===== src/rtl/wavegen_pkg.sv =====
// Shared types and default widths for the phase-accumulator waveform generators.
package wavegen_pkg;

  typedef enum logic [1:0] {
    MODE_SAW_UP = 2'd0,
    MODE_SAW_DN = 2'd1,
    MODE_TRI    = 2'd2,
    MODE_SQR    = 2'd3
  } wave_mode_e;

  localparam int unsigned DefOutW     = 8;
  localparam int unsigned DefAccW     = 16;
  localparam int unsigned DefFtwReset = 256;

endpackage


===== src/rtl/wave_shaper.sv =====
// Combinational phase-to-sample shaper: saw-up, saw-down, triangle, square with duty.
module wave_shaper
  import wavegen_pkg::*;
#(
  parameter int unsigned OUT_W = DefOutW
) (
  input  logic [OUT_W-1:0] phase,
  input  wave_mode_e       mode,
  input  logic [OUT_W-1:0] duty,
  output logic [OUT_W-1:0] sample
);

  logic [OUT_W-1:0] tri_t;

  always_comb begin
    sample = '0;
    tri_t  = {phase[OUT_W-2:0], 1'b0};
    unique case (mode)
      MODE_SAW_UP: sample = phase;
      MODE_SAW_DN: sample = ~phase;
      // Rising half doubles the phase; falling half mirrors it.
      MODE_TRI:    sample = phase[OUT_W-1] ? ~tri_t : tri_t;
      MODE_SQR:    sample = (phase < duty) ? '1 : '0;
    endcase
  end

endmodule


===== src/rtl/multi_wave_gen.sv =====
// DDS-style multi-shape waveform generator with a handshaked config slot that is
// applied only at a period boundary (or whenever the phase is not advancing).
module multi_wave_gen
  import wavegen_pkg::*;
#(
  parameter int unsigned OUT_W     = DefOutW,
  parameter int unsigned ACC_W     = DefAccW,
  parameter int unsigned FTW_RESET = DefFtwReset
) (
  input  logic             clk,
  input  logic             reset_n,
  input  logic             en,
  input  logic             sync_clr,
  input  logic             cfg_valid,
  output logic             cfg_ready,
  input  logic [ACC_W-1:0] ftw_in,
  input  logic [1:0]       mode_in,
  input  logic [OUT_W-1:0] duty_in,
  output logic [OUT_W-1:0] wave_out,
  output logic             wrap_pulse
);

  localparam logic [OUT_W-1:0] DutyReset = {1'b1, {(OUT_W-1){1'b0}}};

  logic [ACC_W-1:0] acc_q, acc_d;
  logic [ACC_W:0]   sum;
  logic             arrived_q, arrived_d;  // current acc value was reached via carry
  logic [OUT_W-1:0] wave_q, wave_d;
  logic             wrap_q, wrap_d;
  logic             wrap_now, adv, accept, apply;

  logic             pend_q;
  logic [ACC_W-1:0] pend_ftw_q, ftw_act_q;
  wave_mode_e       pend_mode_q, mode_act_q;
  logic [OUT_W-1:0] pend_duty_q, duty_act_q;
  logic [OUT_W-1:0] sample;

  wave_shaper #(
    .OUT_W (OUT_W)
  ) u_shaper (
    .phase  (acc_q[ACC_W-1 -: OUT_W]),
    .mode   (mode_act_q),
    .duty   (duty_act_q),
    .sample (sample)
  );

  always_comb begin
    sum       = {1'b0, acc_q} + {1'b0, ftw_act_q};
    wrap_now  = en & ~sync_clr & sum[ACC_W];
    adv       = en | sync_clr;
    accept    = cfg_valid & ~pend_q;
    // Accept and apply are exclusive: apply needs a full slot, accept an empty one.
    apply     = pend_q & (wrap_now | sync_clr | ~en | (ftw_act_q == '0));
    acc_d     = acc_q;
    arrived_d = arrived_q;
    if (sync_clr) begin
      acc_d     = '0;
      arrived_d = 1'b0;
    end else if (en) begin
      acc_d     = sum[ACC_W-1:0];
      arrived_d = sum[ACC_W];
    end
    wave_d = adv ? sample : wave_q;
    wrap_d = adv & arrived_q;
  end

  always_ff @(posedge clk or negedge reset_n) begin
    if (!reset_n) begin
      acc_q     <= '0;
      arrived_q <= 1'b0;
      wave_q    <= '0;
      wrap_q    <= 1'b0;
    end else begin
      acc_q     <= acc_d;
      arrived_q <= arrived_d;
      wave_q    <= wave_d;
      wrap_q    <= wrap_d;
    end
  end

  always_ff @(posedge clk or negedge reset_n) begin
    if (!reset_n) begin
      pend_q      <= 1'b0;
      pend_ftw_q  <= '0;
      pend_mode_q <= MODE_SAW_UP;
      pend_duty_q <= '0;
      ftw_act_q   <= ACC_W'(FTW_RESET);
      mode_act_q  <= MODE_SAW_UP;
      duty_act_q  <= DutyReset;
    end else if (apply) begin
      pend_q     <= 1'b0;
      ftw_act_q  <= pend_ftw_q;
      mode_act_q <= pend_mode_q;
      duty_act_q <= pend_duty_q;
    end else if (accept) begin
      pend_q      <= 1'b1;
      pend_ftw_q  <= ftw_in;
      pend_mode_q <= wave_mode_e'(mode_in);
      pend_duty_q <= duty_in;
    end
  end

  assign cfg_ready  = ~pend_q;
  assign wave_out   = wave_q;
  assign wrap_pulse = wrap_q;

endmodule


===== config.mk =====
export PLATFORM = sky130hd
export DESIGN_NAME = multi_wave_gen
export DESIGN_NICKNAME = d
export VERILOG_FILES = /design/src/rtl/wavegen_pkg.sv /design/src/rtl/wave_shaper.sv /design/src/rtl/multi_wave_gen.sv
export SDC_FILE = /design/constraint.sdc
export NUM_CORES = 1
export LEC_CHECK = 0
export ABC_AREA = 1
export BUFFER_PORTS_ARGS = -buffer_cell sky130_fd_sc_hd__buf_2
export CAP_MARGIN = 10
export CORE_ASPECT_RATIO = 0.6
export CORE_MARGIN = 3
export CORE_UTILIZATION = 46
export CTS_BUF_LIST = sky130_fd_sc_hd__clkbuf_2 sky130_fd_sc_hd__clkbuf_4 sky130_fd_sc_hd__clkbuf_8
export DETAILED_ROUTE_END_ITERATION = 10
export GPL_TIMING_DRIVEN = 0
export SYNTH_ARGS = -nofsm -noshare
export SYNTH_HDL_FRONTEND = slang
export SYNTH_HIERARCHICAL = 1
export SYNTH_SLANG_ARGS = --single-unit

===== constraint.sdc =====
create_clock -name clk -period 2.55 [get_ports clk]
set_clock_uncertainty 0.1 [all_clocks]
set_input_delay 0.3825 -clock clk [delete_from_list [all_inputs] [get_ports clk]]
set_output_delay 0.3825 -clock clk [all_outputs]
set_load 0.1 [all_outputs]

Word level (Yosys, flattened, before mapping)
Index checks and enable logic that the tools add are counted.
Word-level totals
  output and inout bits: 10
  register bits: 79
Cells by class
  multiplexer cells: 9
  reduce and logical (&&, ||, !) cells: 5
  bitwise operators: 15
  add/sub/neg operators: 1
  equal/unequal tests: 3
  magnitude comparators: 1
Operator list (number)
  two-way mux 16 bit: 2
  one-hot mux 8 bit (4 select lines): 1
  adder 16 x 16 -> 17 bit: 1
  logical NOT 16 bit: 1
  two-way mux 8 bit: 2
  inverter 8 bit: 2
  less-than comparator 8 bit: 1
  bitwise AND 1 bit: 5
  == test 2 bit (second input constant): 2
  two-way mux 1 bit: 4
  inverter 1 bit: 4
  bitwise OR 1 bit: 4
  nonzero test 2 bit: 2
  == test 2 x 1 -> 1 bit (second input constant): 1
  logical NOT 2 bit: 1
  AND reduction 2 bit: 1

Longest topological paths before layout
Gate-level depths: netlist of run 1.
  word-level depth: 9
  depth in mapped cells: 14

Cells and area by module
The synthesis of run 1 kept the hierarchy.
By module, submodules not included
  multi_wave_gen: cells an instance 473, seq. area each 1979.4 sq um, area an instance 4051.4 sq um, times used 1
  wave_shaper: cells an instance 96, seq. area each 0.0 sq um, area an instance 518.0 sq um, times used 1

Worst setup path after synthesis of run 1
Ideal clock, no wire load.
  path type: register -> register
  start point: register pend_q
  end point: register pend_duty_q[0]
  setup slack: 0.407 ns
  arrival: 1.919 ns
  setup time: 0.125 ns
  stages on the path, launching flop included: 6
  path buffers: 2
  cells stage by stage: dfrtp_1 buf_2 inv_1 nand2_2 buf_2 mux2_2
On the way
  longest elaborated chain between the ends: 3
  elaborated cells between the ends (all ways): 5
RTL lines
  from (decl): line multi_wave_gen.sv:32  | logic pend_q;
  from (signal assigned): line multi_wave_gen.sv:83  | pend_q <= 1'b0;
  from (signal assigned): line multi_wave_gen.sv:91  | pend_q <= 1'b0;
  from (signal assigned): line multi_wave_gen.sv:96  | pend_q <= 1'b1;
  inverter 1 bit
  named net cfg_ready: line multi_wave_gen.sv:15  | output logic cfg_ready,
  bitwise AND 1 bit: line multi_wave_gen.sv:51  | accept = cfg_valid & ~pend_q;
  AND reduction 2 bit (no source line)
  to (signal assigned): line multi_wave_gen.sv:99  | pend_duty_q <= duty_in;
  to (decl): line multi_wave_gen.sv:35  | logic [OUT_W-1:0] pend_duty_q, duty_act_q;
The timed path passes the listed nets, and every way through them passes these cells.
A chain may end at the register's enable or synchronous reset.

Worst setup path in the final report of run 1
  start point: register ftw_act_q[0]
  end point: register ftw_act_q[9]
On the way
  longest elaborated chain between the ends: 6
  elaborated cells between the ends (all ways): 7
RTL lines
  from (decl): line multi_wave_gen.sv:33  | logic [ACC_W-1:0] pend_ftw_q, ftw_act_q;
  from (signal assigned): line multi_wave_gen.sv:87  | ftw_act_q <= ACC_W'(FTW_RESET);
  from (signal assigned): line multi_wave_gen.sv:92  | ftw_act_q <= pend_ftw_q;
  adder 16 x 16 -> 17 bit: line multi_wave_gen.sv:48  | sum = {1'b0, acc_q} + {1'b0, ftw_act_q};
  bitwise AND 1 bit: line multi_wave_gen.sv:49  | wrap_now = en & ~sync_clr & sum[ACC_W];
  bitwise OR 1 bit (2 in series): line multi_wave_gen.sv:53  | apply = pend_q & (wrap_now | sync_clr | ~en | (ftw_act_q == '0));
  bitwise OR 1 bit *: line multi_wave_gen.sv:53
  bitwise AND 1 bit *: line multi_wave_gen.sv:53
Mark *: on every way between the ends. The rest lies on a longest branch, timed or not.

==> impl_metrics.ini, run 1 <==
[critical_path]
rrSetupSlack_ps = 190
cp_data_required_time_ps = 2690
cp_slowest_cell = dfrtp_1
critPathLaunchType = flip-flop
worstRegToRegCells = 14
r2r_end = ftw_act_q[9]
end_kind = flip-flop
critical_path_class = flip-flop to flip-flop
crit_buf_inv = 3
path_delay_family = simple AND/OR/NAND/NOR gates
path_max_fanout = 10
crit_chain = ha_1, inv_1, fa_1, inv_1, nand3_1, nand2_2, nand2_1, nand2_2, nand2_2, nand3_4, nand2_4, buf_6, nand2_1, nand2_1
r2r_start = ftw_act_q[0]
slowest_delay_ps = 400
arrival_ps = 2500

[pwr]
p_sw_mw = 2.96
powerDensity_mw_per_mm2 = 1190
seq_power_share_pct = 35.4
total_power_mw = 6.10
ir_drop_v = 0.000789
clkPwrFrac_pct = 14.0
netSwitchingFraction_pct = 48.6
internal-power_mw = 3.14
power_frac_comb_pct = 50.6
leakage_nw = 2.79

[place]
place_ws_ps = 220
hpwl_microns = 8030
place_congestion = 0.922
numPortBuffers = 40
dp.cells = 740

[clock_network]
path_clk_slew_ps = 80
h-tree-depth = 3
tritoncts = yes
numCtsBuffers = 9
clock_path_buffers = 2
cts_sinks = 79
clk_latency_ps = 360
ctsResizeCount = 0
root_buffer = clkbuf_8

[sta]
setup_violations = 0
relSlewSlack_pct = 61.6
finalCritPeriodShare_pct = 92.4
setup_ws_ps = 194
fin_tns_setup_ps = 0
whs_ps = 158
rsz0062_at_grt = false
period_needed_ps = 2360
max_freq_mhz = 425
finalHoldViolations = 0
worst_pin_slew_ps = 577
slew_viol_final = 0

[grt]
grt_pass1_vias = 3487
grt_usage_pct = 19.6
antenna_found_initial = 0
grt_pass1_wl_microns = 17500
grt_max_degree = 44
grt_overflow = 0

[route]
first_pass_iters = 4
totalWireLength_microns = 10300
vias_per_cell = 4.92
drt_iter0_drc = 188
routedWlPerCell_microns = 13.7
ant_nets = 0
vias = 3722
drc_errors = 0

[min_path]
hold_depth = 2
hp-class = input port to flip-flop
worstHoldStart = mode_in[1]
whs_endpoint = pend_mode_q[1]

[floorplanning]
start_util_pct = 48.5
rows = 27
dieWidth_microns = 135
die_h_microns = 83.2
ios = 41
die-area_sq_mm = 0.0112
core-area_sq_mm = 0.00943

[layout]
insertedDiodeCount = 0
area_growth_pct = 12.5
fin_nets = 677
num-fill-cells = 922
final_cells = 757
layout-drive-gt1-share_pct = 20.7

[yosys]
synthesis.instances = 569
ys_ff_latch = 79
synth_top_family_by_area = simple AND/OR/NAND/NOR gates
seq_area_frac_synth_pct = 43.3
yosysWarningCount = 6
synth_mux_area_share_pct = 6.41
synth-xor-area-share_pct = 0.575
synth_area_per_cell_sq_um = 8.03
yosysUniqueCellTypes = 37
syn-num-nets = 624
synth_compound_area_share_pct = 6.05
synthAdderAreaFrac_pct = 6.74
synth-simple-area-share_pct = 28.8
syn_area_sq_mm = 0.00457

[status]
status = completed

[run]
cap_violations = 0
[worst max path at each step]
stage / startpoint / to / slack (ps) / cells past startpoint
CTS: ftw_act_q[0] / ftw_act_q[9] / 190 / 14
global placement: ftw_act_q[0] / mode_act_q[0] / 260 / 14
global route: ftw_act_q[0] / mode_act_q[0] / 20 / 14
floorplan: pend_q / pend_duty_q[0] / 410 / 5
detailed placement: ftw_act_q[0] / ftw_act_q[9] / 220 / 14
finish: ftw_act_q[0] / ftw_act_q[9] / 190 / 14
[final cells by class]
| class | count | area [sq um] | area share, % |
|---|---|---|---|
| buffer | 15 | 105 | 2.04 |
| clock buffer | 10 | 131 | 2.55 |
| clock inverter | 6 | 46.3 | 0.900 |
| inverter | 71 | 267 | 5.18 |
| multi-input combinational | 404 | 2220 | 43.1 |
| sequential | 79 | 1980 | 38.5 |
| tap | 130 | 163 | 3.16 |
| timing repair buffer | 42 | 233 | 4.53 |
[what timing repair did]
item	in CTS	in global routing
hold buffers	1	0
buffers inserted	0	0
endpoints found under the hold margin	36	0
[flip-flops by register name (all words and copies together), names as in the netlist]
register	count
pend_mode_q	2
pend_duty_q	8
arrived_q	1
acc_q	16
wave_out	8
mode_act_q	2
pend_q	1
duty_act_q	8
pend_ftw_q	16
ftw_act_q	16
wrap_pulse	1
[synthesized netlist by cell type (all sizes together)]
cell type | instances | share of area, %
o31ai | 1 | 0.16
and2 | 2 | 0.27
xnor2 | 3 | 0.58
nand3b | 1 | 0.16
nand3 | 50 | 5.8
o21ai | 12 | 1.3
nand2 | 208 | 18
a22o | 1 | 0.19
nor2 | 35 | 3.1
o211ai | 6 | 0.99
a31oi | 1 | 0.14
fa | 1 | 0.44
dfrtp | 77 | 42
buf | 10 | 1.9
nor3 | 3 | 0.44
ha | 23 | 6.3
dfstp | 2 | 1.2
and3 | 1 | 0.14
or2 | 5 | 0.68
a21oi | 24 | 3.1
o22ai | 1 | 0.14
clkinv | 1 | 0.082
clkbuf | 5 | 0.41
mux2 | 26 | 6.4
inv | 70 | 5.8
[power by group through the flow]
| stage | sequential [mW] | combinational, mW | clock (mW) |
|---|---|---|---|
| after CTS | 2.16 | 3.09 | 0.884 |
| after floorplan | 2.48 | 2.04 | 0 |
| after global placement | 2.16 | 2.99 | 0 |
| after detailed placement | 2.18 | 3.07 | 0 |
| final | 2.16 | 3.09 | 0.853 |
| after global routing | 2.22 | 3.48 | 0.943 |
[metrics by stage]
step / cell area (sq um) / util (%)
after global placement: 4930 / 52.3
after detailed placement: 4950 / 52.6
after global routing: 5140 / 54.6
final: 5140 / 54.6
after floorplan: 4570 / -
after CTS: 5140 / 54.6
[metal layers]
| layer | up-vias | global-route usage [%] | part of all wire [%] |
|---|---|---|---|
| li1 | 1909 | - | - |
| met1 | 1718 | 30.9 | 51 |
| met2 | 89 | 27.0 | 40 |
| met3 | 6 | 4.36 | 7.9 |
| met4 | 0 | 4.71 | 0.63 |
| met5 | - | 0 | 0 |
[logic make-up after synthesis]
| group | after synthesis |
|---|---|
| and+or+nand+nor | 305 |
| adders and majority gates | 24 |
| buffers and inverters | 86 |
| muxes | 26 |
| xor gates and xnor gates | 3 |
| DFF | 79 |
| AOI/OAI and AO/OA | 46 |
[placed cells by master (no fill, tap or decap), types with 3 or more instances in the layout]
master	n
nand2_1	189
dfrtp_1	77
inv_1	67
nand3_1	49
buf_2	42
nor2_1	33
mux2_2	26
ha_1	23
a21oi_1	20
nand2_2	18
o21ai_0	12
clkbuf_8	9
o211ai_1	6
clkbuf_1	5
or2_2	5
buf_4	4
a21oi_2	3
inv_2	3
buf_6	3
xnor2_1	3
(Power assumes the default switching activity.)
==> run 2, diff against run 1 <==
ABC_AREA = default   (was 1)
BUFFER_PORTS_ARGS = -buffer_cell sky130_fd_sc_hd__buf_4   (was -buffer_cell sky130_fd_sc_hd__buf_2)
SKIP_LAST_GASP = 1   (was default)
==> run 2 against run 1 <==
  * The run now ends with negative setup slack left
  * Global-route usage decreased by 0.14 points
  * Wire length fell by 5.0%
  * Fmax decreased by 8.0%
  * Combinational power up 32%
  * Clock-buffer cell count shrank 1
  * Die area decreased by 5.5%
  * Core utilization up 5.5 points
  * Total power is 19% higher
  * Sequential power increased by 3%
  * Clock power is 12% higher
  * Sequential cell count unchanged
  * Critical path type unchanged
  * Critical endpoint is now ftw_act_q[4]
  * Highest routed layer unchanged
==> impl_metrics.ini, run 2 <==
[critical_path]
r2r_end = ftw_act_q[4]
slowest_delay_ps = 410
path_max_fanout = 5
path_delay_family = adder cells
arrival_ps = 2710
critical_path_class = flip-flop to flip-flop
end_kind = flip-flop
cp_data_required_time_ps = 2690
cp_slowest_cell = dfrtp_1
crit_buf_inv = 3
r2r_start = ftw_act_q[0]
critPathLaunchType = flip-flop
worstRegToRegCells = 11
cp.depth = 11
rrSetupSlack_ps = -10
crit_chain = ha_2, inv_2, fa_2, nor2b_4, o2111ai_4, nand3_2, a21oi_4, a31oi_4, buf_6, clkbuf_16, mux2_4

[floorplanning]
dieWidth_microns = 131
rows = 26
ios = 41
die_h_microns = 80.9
die-area_sq_mm = 0.0106
core-area_sq_mm = 0.00882
start_util_pct = 48.8

[layout]
layout-drive-gt1-share_pct = 38.4
layout_common_cells = dfrtp_1, buf_4, mux2_2
layout_commonest_cell = dfrtp_1
fin_nets = 508
area_growth_pct = 23.1
design_area_sq_mm = 0.00530
insertedDiodeCount = 0
post-route-util_pct = 60.1
reg.largest.list = acc_q: 16 flops, ftw_act_q: 16 flops, pend_ftw_q: 16 flops

[place]
place_congestion = 0.846
hpwl_microns = 6800
numPortBuffers = 40
placed_area_sq_mm = 0.00476

[yosys]
yosys.area.top_type_share_pct = 44.8
seq_area_frac_synth_pct = 46.0
synth_area_per_cell_sq_um = 11.3
async_reset_ff_share_pct = 100
yosysWarningCount = 6
synth_compound_area_share_pct = 13.2
synth.most_common_cell = dfrtp_1
syn-num-nets = 435
synth_common_cells = dfrtp_1, mux2_2, nor2_1
synth_ff_type = dfrtp_1
synth_area_leaders = dfrtp_1, mux2_2, mux2_4
synthesis.instances = 380
synth_top_area_cell = dfrtp_1
synth_top_family_by_area = multiplexers
synth-edff-count = 0
yosysUniqueCellTypes = 51
synthAdderAreaFrac_pct = 7.15
synth-xor-area-share_pct = 3.26
synth-simple-area-share_pct = 8.43
syn_area_sq_mm = 0.00430
ys_ff_latch = 79
synth_mux_area_share_pct = 18.6

[route]
ant_nets = 0
first_pass_iters = 4
drt_iter0_drc = 225
totalWireLength_microns = 9830
drc_errors = 0
routedWlPerCell_microns = 16.8
vias = 3157
vias_per_cell = 5.41

[sta]
setup_violations = 10
period_needed_ps = 2560
rsz0062_at_grt = true
fin_tns_setup_ps = -54.5
slew_viol_final = 0
setup_ws_ps = -11.4
max_freq_mhz = 390
finalHoldViolations = 0
worst_pin_slew_ps = 988
relSlewSlack_pct = 34.1
finalCritPeriodShare_pct = 100

[pwr]
leakage_nw = 2.45
ir_drop_v = 0.000621
powerDensity_mw_per_mm2 = 1370

[clock_network]
numCtsBuffers = 9
clk_latency_ps = 360
path_clk_slew_ps = 80
hold_buffers = 0
h-tree-depth = 3
clock_path_buffers = 2
tritoncts = yes
cts_sinks = 79
root_buffer = clkbuf_8

[status]
status = complete, but fails checks
violations = negative setup slack

[min_path]
hp-class = input port to async pin

[grt]
grt_pass1_wl_microns = 15500
grt_pass1_vias = 2925
grt_max_degree = 80
grt_overflow = 0
antenna_found_initial = 0
grt_usage_pct = 19.5

[run]
cap_violations = 0
==> run 2: cell types whose count changed in the layout (fill, tap and decap cells not counted), sizes merged, moves of 13 or more <==
cell / delta
nand2: -193
inv: -55
nand3: -45
mux2: +34
buf: +22
o21ai: +18
xor2: +13
==> run 2: area by class of cell <==
cell class              instances  area, sq um
multi-input cells             270         2280
repair buffers                 64          538
clock inverters                 7         80.1
fillers                       745         3520
flip-flops and latches         79         1990
well taps                     126          158
plain buffers                  15         83.8
clock buffers                   9          124
inverters                      14         52.6
==> run 2: cell families after synthesis <==
logic type,after synthesis
AO/OA/AOI/OAI,88
flip-flops,79
AND/OR/NAND/NOR,77
multiplexers,65
buffers and inverters,31
adder cells (fa/ha/maj),24
XOR/XNOR,16
==> run 2: power breakdown <==
part	total [mW]	internal (mW)	switching, mW
Sequential	2.23	1.77	0.466
Clock	0.958	0.466	0.493
Combinational	4.09	1.87	2.22
Total	7.29	4.10	3.18
==> run 2: layer usage <==
metal  GRT usage (%)  vias to the layer above  routed length, microns
met5               0                        -                       0
li1                -                     1524                       -
met4            4.93                        0                      85
met3            5.12                        7                     575
met2            25.7                       80                    3940
met1            31.0                     1546                    5230
==> run 2: what timing repair did <==
action                     in CTS  in global routing
cloned                          1                  1
pin swaps                       2                  9
gates resized for setup        14                 20
buffers inserted               15                  9
setup endpoints to repair      26                 27
==> run 2: worst max path at each step <==
stage                    endpoint         start
global route        duty_act_q[1]  ftw_act_q[0]
finish               ftw_act_q[4]  ftw_act_q[0]
detailed placement   ftw_act_q[3]  ftw_act_q[0]
floorplan           duty_act_q[3]  ftw_act_q[0]
CTS                  ftw_act_q[3]     acc_q[11]
global placement     ftw_act_q[2]  ftw_act_q[0]
==> run 2: through the flow <==
stage	instances	power, mW	hold slack [ps]	worst slack (ps)
6_report	584	7.29	83.1	-11.4
5_1_grt	584	7.81	123	-106
4_1_cts	578	7.06	116	-11.8
3_5_place_dp	546	5.83	392	-276
3_3_place_gp	546	5.73	382	-278
2_1_floorplan	380	4.99	-13.1	117
